<file path="config.mk">
export PLATFORM = sky130hd
export DESIGN_NAME = div_unit
export DESIGN_NICKNAME = d
export VERILOG_FILES = /design/src/rtl/div_unit_pkg.sv /design/src/rtl/div_unit.sv
export SDC_FILE = /design/constraint.sdc
export NUM_CORES = 1
export LEC_CHECK = 0
export CELL_PAD_IN_SITES_DETAIL_PLACEMENT = 1
export CELL_PAD_IN_SITES_GLOBAL_PLACEMENT = 1
export CORE_UTILIZATION = 38
export DETAILED_ROUTE_END_ITERATION = 16
export PLACE_DENSITY = 0.85
export SKIP_LAST_GASP = 1
export SLEW_MARGIN = 10
export SYNTH_ARGS = -nofsm -noshare
export SYNTH_HDL_FRONTEND = slang
export SYNTH_SLANG_ARGS = --single-unit
</file>
<file path="constraint.sdc">
create_clock -name clk -period 4.57 [get_ports clk]
set_input_delay 1.371 -clock clk [delete_from_list [all_inputs] [get_ports clk]]
set_output_delay 1.371 -clock clk [all_outputs]
set_load 0.05 [all_outputs]
</file>
<file path="src/rtl/div_unit_pkg.sv">
// Shared types and constants for the multi-cycle divider.
// Imported by div_unit and by any EX-stage logic that drives it.
package div_unit_pkg;

    localparam int REG_BUS_W        = 32;
    localparam int DOUBLE_REG_BUS_W = 64;

    typedef enum logic [1:0] {
        DIV_FREE   = 2'b00,
        DIV_BYZERO = 2'b01,
        DIV_ON     = 2'b10,
        DIV_END    = 2'b11
    } div_state_e;

    localparam logic DIV_RESULT_READY     = 1'b1;
    localparam logic DIV_RESULT_NOT_READY = 1'b0;
    localparam logic DIV_START            = 1'b1;
    localparam logic DIV_STOP             = 1'b0;

    localparam logic [5:0] DIV_ITERS = 6'd32;

endpackage

</file>
<file path="src/rtl/div_unit.sv">
// Restoring 32-bit divider, one quotient bit per cycle, for DIV/DIVU.
// Returns {remainder, quotient}; annul aborts, start held until ready.
module div_unit
    import div_unit_pkg::*;
(
    input  logic                        clk,
    input  logic                        rst,
    input  logic                        signed_div_i,
    input  logic [REG_BUS_W-1:0]        opdata1_i,
    input  logic [REG_BUS_W-1:0]        opdata2_i,
    input  logic                        start_i,
    input  logic                        annul_i,
    output logic [DOUBLE_REG_BUS_W-1:0] result_o,
    output logic                        ready_o
);

    div_state_e      state;
    logic [64:0]     dividend;
    logic [31:0]     divisor;
    logic [5:0]      cnt;
    logic            dvd_neg;
    logic            quo_neg;

    logic [32:0]     tmp;
    logic [31:0]     op1_abs;
    logic [31:0]     op2_abs;
    logic [31:0]     quo;
    logic [31:0]     rem;
    logic            op1_neg;
    logic            op2_neg;

    always_comb begin
        op1_neg = signed_div_i & opdata1_i[31];
        op2_neg = signed_div_i & opdata2_i[31];
        op1_abs = op1_neg ? (~opdata1_i + 32'd1) : opdata1_i;
        op2_abs = op2_neg ? (~opdata2_i + 32'd1) : opdata2_i;
        tmp     = {1'b0, dividend[63:32]} - {1'b0, divisor};
        // Signs are restored on the fix-up cycle from the latched flags.
        quo     = quo_neg ? (~dividend[31:0] + 32'd1) : dividend[31:0];
        rem     = dvd_neg ? (~dividend[64:33] + 32'd1) : dividend[64:33];
    end

    always_ff @(posedge clk) begin
        if (rst) begin
            state    <= DIV_FREE;
            cnt      <= 6'd0;
            dividend <= 65'd0;
            divisor  <= 32'd0;
            dvd_neg  <= 1'b0;
            quo_neg  <= 1'b0;
            result_o <= '0;
            ready_o  <= DIV_RESULT_NOT_READY;
        end else begin
            unique case (state)
                DIV_FREE: begin
                    result_o <= '0;
                    ready_o  <= DIV_RESULT_NOT_READY;
                    if (start_i == DIV_START && !annul_i) begin
                        if (opdata2_i == 32'd0) begin
                            state <= DIV_BYZERO;
                        end else begin
                            state    <= DIV_ON;
                            cnt      <= 6'd0;
                            dividend <= {32'd0, op1_abs, 1'b0};
                            divisor  <= op2_abs;
                            dvd_neg  <= op1_neg;
                            quo_neg  <= op1_neg ^ op2_neg;
                        end
                    end
                end
                DIV_BYZERO: begin
                    if (annul_i) begin
                        state <= DIV_FREE;
                    end else begin
                        result_o <= '0;
                        ready_o  <= DIV_RESULT_READY;
                        state    <= DIV_END;
                    end
                end
                DIV_ON: begin
                    if (annul_i) begin
                        state <= DIV_FREE;
                        cnt   <= 6'd0;
                    end else if (cnt != DIV_ITERS) begin
                        if (tmp[32]) begin
                            dividend <= {dividend[63:0], 1'b0};
                        end else begin
                            dividend <= {tmp[31:0], dividend[31:0], 1'b1};
                        end
                        cnt <= cnt + 6'd1;
                    end else begin
                        result_o <= {rem, quo};
                        ready_o  <= DIV_RESULT_READY;
                        state    <= DIV_END;
                        cnt      <= 6'd0;
                    end
                end
                DIV_END: begin
                    if (start_i == DIV_STOP) begin
                        state    <= DIV_FREE;
                        result_o <= '0;
                        ready_o  <= DIV_RESULT_NOT_READY;
                    end
                end
                default: state <= DIV_FREE;
            endcase
        end
    end

endmodule

</file>
Yosys cells after proc, flatten, opt, wreduce, memory -nomap -nowiden
Index checks and enable logic that the tools add are counted.

$add $sub $neg: 6. Multiply operators: 0. Divide/modulo/power cells: 0. $lt $le $gt $ge: 0. Equal/unequal tests: 12. Shifts and indexed selects: 0. Multiplexer cells: 32. Bitwise logic cells: 8. Reductions and logical operators: 10.

Operator list (number): 2-to-1 mux 65 bit (5); 2-to-1 mux 64 bit (4); case mux 64 bit (4 select lines) (1); case mux 65 bit (2 select lines) (1); adder 32 x 1 -> 32 bit (second input constant) (4); 2-to-1 mux 32 bit (4); inverter 32 bit (4); subtractor 32 x 32 -> 33 bit (1); zero test 32 bit (1); 2-to-1 mux 6 bit (4); != test 2 bit (second input constant) (7); 2-to-1 mux 2 bit (6); case mux 6 bit (2 select lines) (1); AND reduction 3 bit (3); case mux 2 bit (4 select lines) (1); adder 6 x 1 -> 6 bit (second input constant) (1); != test 6 bit (second input constant) (1); AND reduction 5 bit (1); == test 2 bit (second input constant) (2); 2-to-1 mux 1 bit (4); case mux 1 bit (4 select lines) (1); AND reduction 4 bit (1); != test 3 bit (second input constant) (1); bitwise AND 1 bit (2); other kinds (7) (7).

Bits in registers: 172. Latch bits: 0. Memory bits (writable): 0. Memory bits (read-only): 0. Input port bits: 69. Output and inout port bits: 65. Logic and storage cells: 76. Memories kept: 0.

Depth between registers and ports, before layout
Gate-level depths: netlist of run 1.

Depth after elaboration: 6. Depth in mapped cells: 13. Mapped depth without buffers: 12.

Worst setup path before layout of run 1
Ideal clock, no wire load.

Kind: in2reg. Start: in opdata1_i[7]. End: reg dividend[31]. Library setup time: 86 ps. Arrival: 3570 ps. Required time: 4484 ps. Slack: 915 ps. Stages on the path: 9. Buffers on the path: 0. Path through: or4_4 or3_4 or3_1 a21oi_2 nor2b_1 o21ai_0 xor2_1 mux2i_1 a211oi_1.

Word-level cells in the longest chain between the ends: 6.

RTL lines: start, declared (line div_unit.sv:9) `input logic [REG_BUS_W-1:0] opdata1_i,`; inverter 32 bit (line div_unit.sv:35) `op1_abs = op1_neg ? (~opdata1_i + 32'd1) : opdata1_i;`; adder 32 x 1 -> 32 bit (line div_unit.sv:35); 2-to-1 mux 32 bit (line div_unit.sv:35); 2-to-1 mux 65 bit (line div_unit.sv:59) `if (opdata2_i == 32'd0) begin`; 2-to-1 mux 65 bit (line div_unit.sv:58) `if (start_i == DIV_START && !annul_i) begin`; case mux 65 bit (2 select lines) (line div_unit.sv:54) `unique case (state)`; end signal, assigned (line div_unit.sv:64) `dividend <= {32'd0, op1_abs, 1'b0};`; end signal, assigned (line div_unit.sv:86) `dividend <= {dividend[63:0], 1'b0};`; end signal, assigned (line div_unit.sv:88) `dividend <= {tmp[31:0], dividend[31:0], 1'b1};`; end, declared (line div_unit.sv:18) `logic [64:0] dividend;`.

Every way passes these cells. The select of a mux whose other input is x is not followed. A chain may end at the register's enable or synchronous reset.

Worst setup path in the final report of run 1
Start: in opdata1_i[5]. End: reg dividend[32].

Same word-level chain as after synthesis.

==> results by stage, run 1 <==
Flow run:
- The max-cap violation count is 0.

Routing:
- Using the TritonRoute via totals, the vias-per-cell ratio works out to 5.72.
- In the routed design, unresolved DRC markers number 0.
- The detailed-routing iteration count for the pre-antenna-repair pass is 5.
- For this block, the routed nets add up to 37.0 mm of wire.
- The remaining number of nets flagged by the antenna check after routing is 0.
- The routed wire length per instance is 19.6 um.
- The initial detailed-routing violation count is 714.
- The total via count after detailed routing is 10,800.

Power and ir drop:
- The peak ir drop on the vdd network is 0.266 mV.
- The power per unit of standard cell area is 427 mW/mm2.
- Summed over all cells, the static leakage comes to 5.21 nW.

Floorplanning:
- The initialized floorplan defines 61 standard-cell rows.
- Pin placement for this block handled 134 I/O pins.
- The chip width is 172 um.
- Measured along the y axis, the die boundary spans 172 um.
- The initial utilization of the core area, before any placement, comes to 0.391.
- The region available for standard cell placement spans 0.0282 mm2.
- The die covers 0.0296 mm2.

Synthesis:
- The average cell area after synthesis is 7.83 um2.
- The number of distinct library cells after synthesis is 61.
- The summed instance area of the synthesized netlist is 0.0110 mm2.
- Of the synthesized area, sequential elements account for 0.313.
- Yosys mapped a number of flops with a built-in enable equal to 0.
- Counting flops with an async set or reset pin after synthesis yields a share of 0.
- In the post-synthesis netlist, the biggest area contributors are sky130_fd_sc_hd__dfxtp_1 31%, sky130_fd_sc_hd__xnor2_1 6.8%, sky130_fd_sc_hd__nand2_1 5.4%, sky130_fd_sc_hd__ha_1 5.0%, sky130_fd_sc_hd__xor2_1 4.9%.
- The area share of the largest cell type after synthesis is 0.313.
- The number of warning messages in the yosys log is 0.
- The leading area contributor after synthesis is sky130_fd_sc_hd__dfxtp_1.
- In the synthesized netlist the dominant register cell turns out to be sky130_fd_sc_hd__dfxtp_1.
- The number of register bits inferred by synthesis is 172.
- The synthesized netlist net count is 1,519.
- The cell count after synthesis came out at 1,405.

Finish:
- Leaving out fill and tap cells, the most frequent cell in the layout is sky130_fd_sc_hd__dfxtp_1.
- The number of fillers in the final layout is 3,421.
- The count of non-filler cells in the finished layout is 1,887.
- The area growth from synthesis to final layout is 21.0%.
- In the final layout, the share of cells above drive strength 1 is 0.0537.
- The final antenna diode count is 0.
- The number of nets in the finished design is 1,611.
- In the layout the commonest cells are 172 x sky130_fd_sc_hd__dfxtp_1, 157 x sky130_fd_sc_hd__nand2_1, 140 x sky130_fd_sc_hd__nor2_1.

Global routing:
- The largest net degree at the start of global routing is 70.
- The total overflow reported by the global router is 0.
- The global-route wire length before repair is 59.4 mm.
- In the global route stage, overall resource usage came out at 0.256.
- The number of global-route vias before repair was 11,000.
- The number of antenna violations at the first check in global routing came to 0.

Timing:
- The final hold violation count is 0.
- The number of pins exceeding their max-slew limit in the final report came to 0.
- Setup repair after global routing left no endpoint under its margin.
- Static timing analysis puts the maximum clock frequency at 240 MHz.
- After layout, the minimum clock period comes to 4.16 ns.
- For the pin with the worst max-slew slack, the measured transition is 1.22 ns.
- The worst slew slack as a fraction of its limit is 0.182.
- In the final timing run, aggregate negative setup slack is 0 ns.
- In the finished design, the share of the clock period the worst path needs comes to 0.910.
- In the post-route analysis, the smallest setup slack over all paths is 0.410 ns.
- Setup violations remaining at the end of the flow were counted as 0.
- Between clock sinks in the finished design, the worst skew comes to 0.0175 ns.

Min path:
- The class of the worst hold path is reg -> reg.

Clock network:
- The clock passes through at most 2 buffers.
- After clock tree synthesis, the setup repair step added 0 buffers.
- The total clock buffers created by CTS is 17.
- For this design, the CTS-stage hold fixing added 0 buffers.
- The number of gates resized after CTS was 0.
- The source-to-sink clock delay at the later pin of the worst-skew pair is 0.45 ns.
- The buffer cell driving the clock tree root is sky130_fd_sc_hd__clkbuf_16.
- TritonCTS built the clock tree.
- The register clock-pin slew on the reported worst setup and hold paths is 0.08 ns.
- The clock net sink count is 172.
- In this run the number of H-tree levels came out at 4.

Setup path:
- The startpoint-to-endpoint class of the critical path is in -> reg.
- STA classifies the critical path endpoint as a flop.
- STA classifies the critical path startpoint as a primary input.
- STA puts the critical path data arrival time at 4.53 ns.
- STA puts the critical path data required time at 4.94 ns.
- The biggest fanout along the worst timing path is 5.

Run status:
- The run finished with clean final reports.

Placement:
- During placement, the flow inserted port buffers numbering 133.
- The HPWL after detailed placement is 27.8 mm.
- The weighted congestion reported at the end of routability-driven placement is 0.929.
- The setup slack at placement is 0.0552 ns.
- In this run, placement finished with an instance count of 1,856.
-- flip-flops by register name, indices dropped and copies added, names as in the netlist --
name	cells
dividend	65
result_o	64
divisor	32
cnt	6
state	2
dvd_neg	1
quo_neg	1
ready_o	1
-- logic make-up after synthesis --
kind of cell,synth area share
AO/OA/AOI/OAI,0.249
multiplexers,0.0228
flip-flops,0.313
buffers and inverters,0.0473
adder cells (fa/ha/maj),0.0519
XOR/XNOR,0.117
AND/OR/NAND/NOR,0.199
-- critical path, cell delays in order --
cell and delay [ns]:
sky130_fd_sc_hd__clkdlybuf4s50_1 0.49, sky130_fd_sc_hd__or4_4 0.56, sky130_fd_sc_hd__or3_4 0.38, sky130_fd_sc_hd__nor4b_4 0.28
sky130_fd_sc_hd__nand3_2 0.19, sky130_fd_sc_hd__o41ai_1 0.63, sky130_fd_sc_hd__nand2_1 0.12, sky130_fd_sc_hd__o21ai_0 0.21
sky130_fd_sc_hd__a21oi_1 0.08, sky130_fd_sc_hd__a211oi_1 0.22
-- routing by layer --
layer	global-route usage	vias to the layer above	routed length [um]	part of all wire
li1	-	5199	-	-
met1	0.340	5286	17200	0.47
met2	0.423	250	17300	0.47
met3	0.0316	61	1430	0.039
met4	0.0950	0	960	0.026
met5	0	-	0	0
-- path summary, 6_finish.rpt --
kind	slack (ns)	endpoint	cells after the start	from
worst max-delay path	0.41	dividend[32]	10	opdata1_i[5]
worst max register to register	0.50	dividend[36]	11	dividend[34]
worst min register to register	0.46	result_o[1]	2	result_o[1]
worst min-delay path	0.46	result_o[1]	2	result_o[1]
-- report_power, final --
part	internal, mW	switching (mW)	total, mW
Sequential	1.65	0.215	1.87
Clock	0.778	0.689	1.47
Combinational	0.903	1.44	2.34
-- synth_stat cells, drive strengths merged (16+ instances only) --
| cell type | number |
|---|---|
| mux2i | 25 |
| a22oi | 31 |
| xor2 | 62 |
| o21ai | 105 |
| a21oi | 100 |
| or4 | 16 |
| dfxtp | 172 |
| a21o | 17 |
| a22o | 30 |
| ha | 44 |
| nand3 | 31 |
| a211oi | 40 |
| nand2b | 17 |
| xnor2 | 85 |
| nor3 | 18 |
| inv | 54 |
| nand2 | 157 |
| o31ai | 25 |
| clkbuf | 78 |
| or3 | 23 |
| nor2 | 141 |
-- stage by stage --
| stage | instance area (um2) | hold WS [ns] | total power, mW | util |
|---|---|---|---|---|
| global placement | 12700 | 0.450 | 4.10 | 0.452 |
| global route | 13300 | 0.502 | 6.01 | 0.473 |
| floorplan | 11000 | 0.446 | 3.49 | - |
| CTS | 13300 | 0.470 | 5.68 | 0.472 |
| finish | 13300 | 0.463 | 5.68 | 0.473 |
| detailed placement | 12700 | 0.453 | 4.20 | 0.452 |
-- final cells by class --
cell class              instances  area, um2  area share
inverters                      54        203      0.0152
well taps                     378        473      0.0355
repair buffers                155       1540       0.116
flip-flops and latches        172       3440       0.259
multi-input cells            1097       7080       0.532
clock inverters                12        123     0.00921
clock buffers                  19        443      0.0333
(Power assumes the default switching activity.)
==> run 2, diff against run 1 <==
- CORE_ASPECT_RATIO: not set -> 1.5
- CORE_MARGIN: not set -> 4
- SLEW_MARGIN: 10 -> not set
==> run 2 against run 1 <==
  * Sequential power is essentially flat
  * Largest cell class unchanged
  * Largest power group unchanged
  * Global-route usage fell by 2.8 points
  * Clock-buffer cell count is 2 lower
  * Non-clock buffer count is 1 lower
  * Final area about the same
  * Utilization decreased by 0.74 points
  * Critical endpoint unchanged
  * Critical path type unchanged
  * Maximum frequency increased by 0.44%
  * Combinational power is essentially flat
==> results by stage, run 2 (synthesized netlist as in run 1, its figures left out) <==
Run status:
- Status: finished clean (unchanged).

Global routing:
- The number of antenna violations at the first check in global routing came to 0 (unchanged).
- The global routing usage summed across all routing layers is 0.227 (was 0.256).
- The total overflow reported by the global router came to 0 (unchanged).
- The largest net degree at the start of global routing is 65 (was 70).
- The global-route wire length before repair came to 58.6 mm (was 59.4 mm).
- The number of global-route vias before repair came to 11,200 (was 11,000).

Clock network:
- The maximum clock path buffer count came to 2 (unchanged).
- The post-CTS setup buffer count is 0 (unchanged).
- The source-to-sink clock delay at the later pin of the worst-skew pair is 0.44 ns (was 0.45 ns).
- The post-cts resize count is 0 (unchanged).
- The register clock-pin slew on the reported worst setup and hold paths is 0.06 ns (was 0.08 ns).
- The total clock buffers created by CTS came to 17 (unchanged).
- The count of hold buffers inserted by post-cts repair is 0 (unchanged).
- The buffer cell driving the clock tree root was sky130_fd_sc_hd__clkbuf_16 (unchanged).
- The CTS tree is done (unchanged).
- The number of H-tree levels is 4 (unchanged).
- The clock net sink count is 172 (unchanged).

Floorplanning:
- The height of the die came to 216 um (was 172 um).
- The number of rows in the core area is 76 (was 61).
- The chip width is 147 um (was 172 um).
- The starting utilization of the core area is 0.384 (was 0.391).
- The count of pins on the block boundary is 134 (unchanged).
- The overall die area is 0.0318 mm2 (was 0.0296 mm2).
- The core region area is 0.0286 mm2 (was 0.0282 mm2).

Timing:
- The worst-case hold slack is 0.455 ns (was 0.463 ns).
- The number of failing setup endpoints in the final timing report is 0 (unchanged).
- The portion of the clock cycle consumed by the worst path in the final layout is 0.906 (was 0.910).
- The time the worst path needs with I/O delays and setup is 4.14 ns (was 4.16 ns).
- RSZ-0062 raised after global routing: false (unchanged).
- The clock tree skew after final layout is 0.0124 ns (was 0.0175 ns).
- The number of pins exceeding their max-slew limit in the final report came to 0 (unchanged).
- The final hold violation count was 0 (unchanged).
- The maximum clock rate is 241 MHz (was 240 MHz).
- The final total negative setup slack was 0 ns (unchanged).
- The actual transition at the worst max-transition pin came to 0.809 ns (was 1.22 ns).
- The worst slew slack as a fraction of its limit is 0.460 (was 0.182).

Power and ir drop:
- The switching power as a share of total power was 0.406 (was 0.413).
- The switching power of the nets is 2.30 mW (was 2.35 mW).
- The post-layout total power is 5.66 mW (was 5.68 mW).
- The peak ir drop on the vdd network is 0.258 mV (was 0.266 mV).
- The share of power burned in combinational logic came to 0.414 (was 0.413).
- The internal power consumption is 3.37 mW (was 3.34 mW).
- The share of power burned in registers is 0.332 (was 0.329).
- The share of total power in the clock network is 0.254 (was 0.258).
- The power per unit of standard cell area is 425 mW/mm2 (was 427 mW/mm2).
- The static power due to leakage is 5.21 nW (about the same).

Placement:
- The post-detailed-placement cell area is 0.0127 mm2 (about the same).
- The weighted congestion reported at the end of routability-driven placement is 0.908 (was 0.929).
- The count of port buffers added during placement is 133 (unchanged).
- The HPWL after detailed placement is 29.2 mm (was 27.8 mm).

Flow run:
- The max-cap violation count is 0 (unchanged).

Finish:
- The final core utilization came to 0.465 (was 0.473).
- The final design instance area without fill is 0.0133 mm2 (about the same).
- The number of nets in the finished design is 1,610 (was 1,611).
- Largest registers ranked by flip-flop count: dividend (65), result_o (64), divisor (32) (unchanged).
- The final antenna diode count is 0 (unchanged).
- The largest register by flop count is dividend (unchanged).
- The number of flip-flops in the largest register is 65 (unchanged).
- The leading cell type in the layout, fill and taps excluded is sky130_fd_sc_hd__dfxtp_1 (unchanged).
- The area growth from synthesis to final layout came to 21.0% (about the same).
- Highest-count cells in the layout ignoring fill and taps: 172 x sky130_fd_sc_hd__dfxtp_1, 157 x sky130_fd_sc_hd__nand2_1, 141 x sky130_fd_sc_hd__nor2_1 (was 172 x sky130_fd_sc_hd__dfxtp_1, 157 x sky130_fd_sc_hd__nand2_1, 140 x sky130_fd_sc_hd__nor2_1).
- The fraction of final layout cells sized beyond drive strength 1 is 0.0531 (was 0.0537).

Routing:
- The total via count after detailed routing is 10,700 (was 10,800).
- The total wire length after detailed routing is 37.0 mm (about the same).
- The remaining number of nets flagged by the antenna check after routing is 0 (unchanged).
- The routed wire length per instance came to 19.5 um (was 19.6 um).
- The remaining routing DRC violations came to 0 (unchanged).
- The initial detailed-routing violation count is 487 (was 714).
- The detailed-routing iteration count for the pre-antenna-repair pass was 5 (unchanged).
- The average vias per placed instance is 5.65 (was 5.72).

Setup path:
- The biggest fanout along the worst timing path came to 6 (was 5).
- The startpoint-to-endpoint class of the critical path was in -> reg (unchanged).
- The kind of end point of the critical path is a flop (unchanged).
- The category of the worst setup path launch point is a primary input (unchanged).
- The data required time of the worst path was 4.91 ns (was 4.94 ns).
- The worst path arrival time is 4.48 ns (was 4.53 ns).

Min path:
- The class of the worst hold path is reg -> reg (unchanged).
-- run 2: cell types whose count changed in the layout (fill, tap and decap cells not counted), sizes merged --
cell	before	now
buf	23	22
bufinv	1	2
clkbuf	19	17
clkinv	2	8
inv	62	57
-- run 2: worst paths after layout --
| path | startpoint | slack [ns] | to | cells past startpoint |
|---|---|---|---|---|
| min reg2reg | result_o[34] | 0.45 | result_o[34] | 2 |
| max | opdata1_i[5] | 0.43 | dividend[32] | 10 |
| max reg2reg | dividend[32] | 0.71 | dividend[56] | 14 |
| min | result_o[34] | 0.45 | result_o[34] | 2 |
-- run 2: critical path: stages --
cell	delay, ns
sky130_fd_sc_hd__clkdlybuf4s50_1	0.50
sky130_fd_sc_hd__or4_4	0.56
sky130_fd_sc_hd__or3_4	0.38
sky130_fd_sc_hd__nor4b_4	0.41
sky130_fd_sc_hd__nand3_2	0.20
sky130_fd_sc_hd__o41ai_1	0.44
sky130_fd_sc_hd__nand2_1	0.10
sky130_fd_sc_hd__o21ai_0	0.19
sky130_fd_sc_hd__a21oi_1	0.07
sky130_fd_sc_hd__a211oi_1	0.25
-- run 2: power by group through the flow --
stage	Clock, mW	Combinational (mW)	Sequential, mW
3_3_place_gp	0	2.24	1.90
2_1_floorplan	0	1.67	1.82
6_report	1.44	2.34	1.88
4_1_cts	1.45	2.34	1.88
5_1_grt	1.52	2.59	1.90
3_5_place_dp	0	2.32	1.91
-- run 2: metrics by stage --
| stage | std cells | setup WS, ns |
|---|---|---|
| after floorplan | 1405 | 0.915 |
| after global placement | 1867 | 0.190 |
| after detailed placement | 1867 | 0.0302 |
| after CTS | 1898 | 0.437 |
| after global routing | 1898 | 0.197 |
| final | 1898 | 0.428 |
-- run 2: area by class of cell --
class	count	area, um2
multi-input cells	1097	7070
fillers	3444	15300
repair buffers	154	1540
clock buffers	17	425
flip-flops and latches	172	3440
well taps	390	488
inverters	54	203
clock inverters	14	145
-- run 2: per-layer routing --
metal / part of all wire / vias to the layer above / GRT usage
li1: - / 5192 / -
met1: 0.37 / 5232 / 0.233
met2: 0.55 / 221 / 0.439
met3: 0.028 / 85 / 0.0326
met4: 0.051 / 0 / 0.123
met5: 0 / - / 0
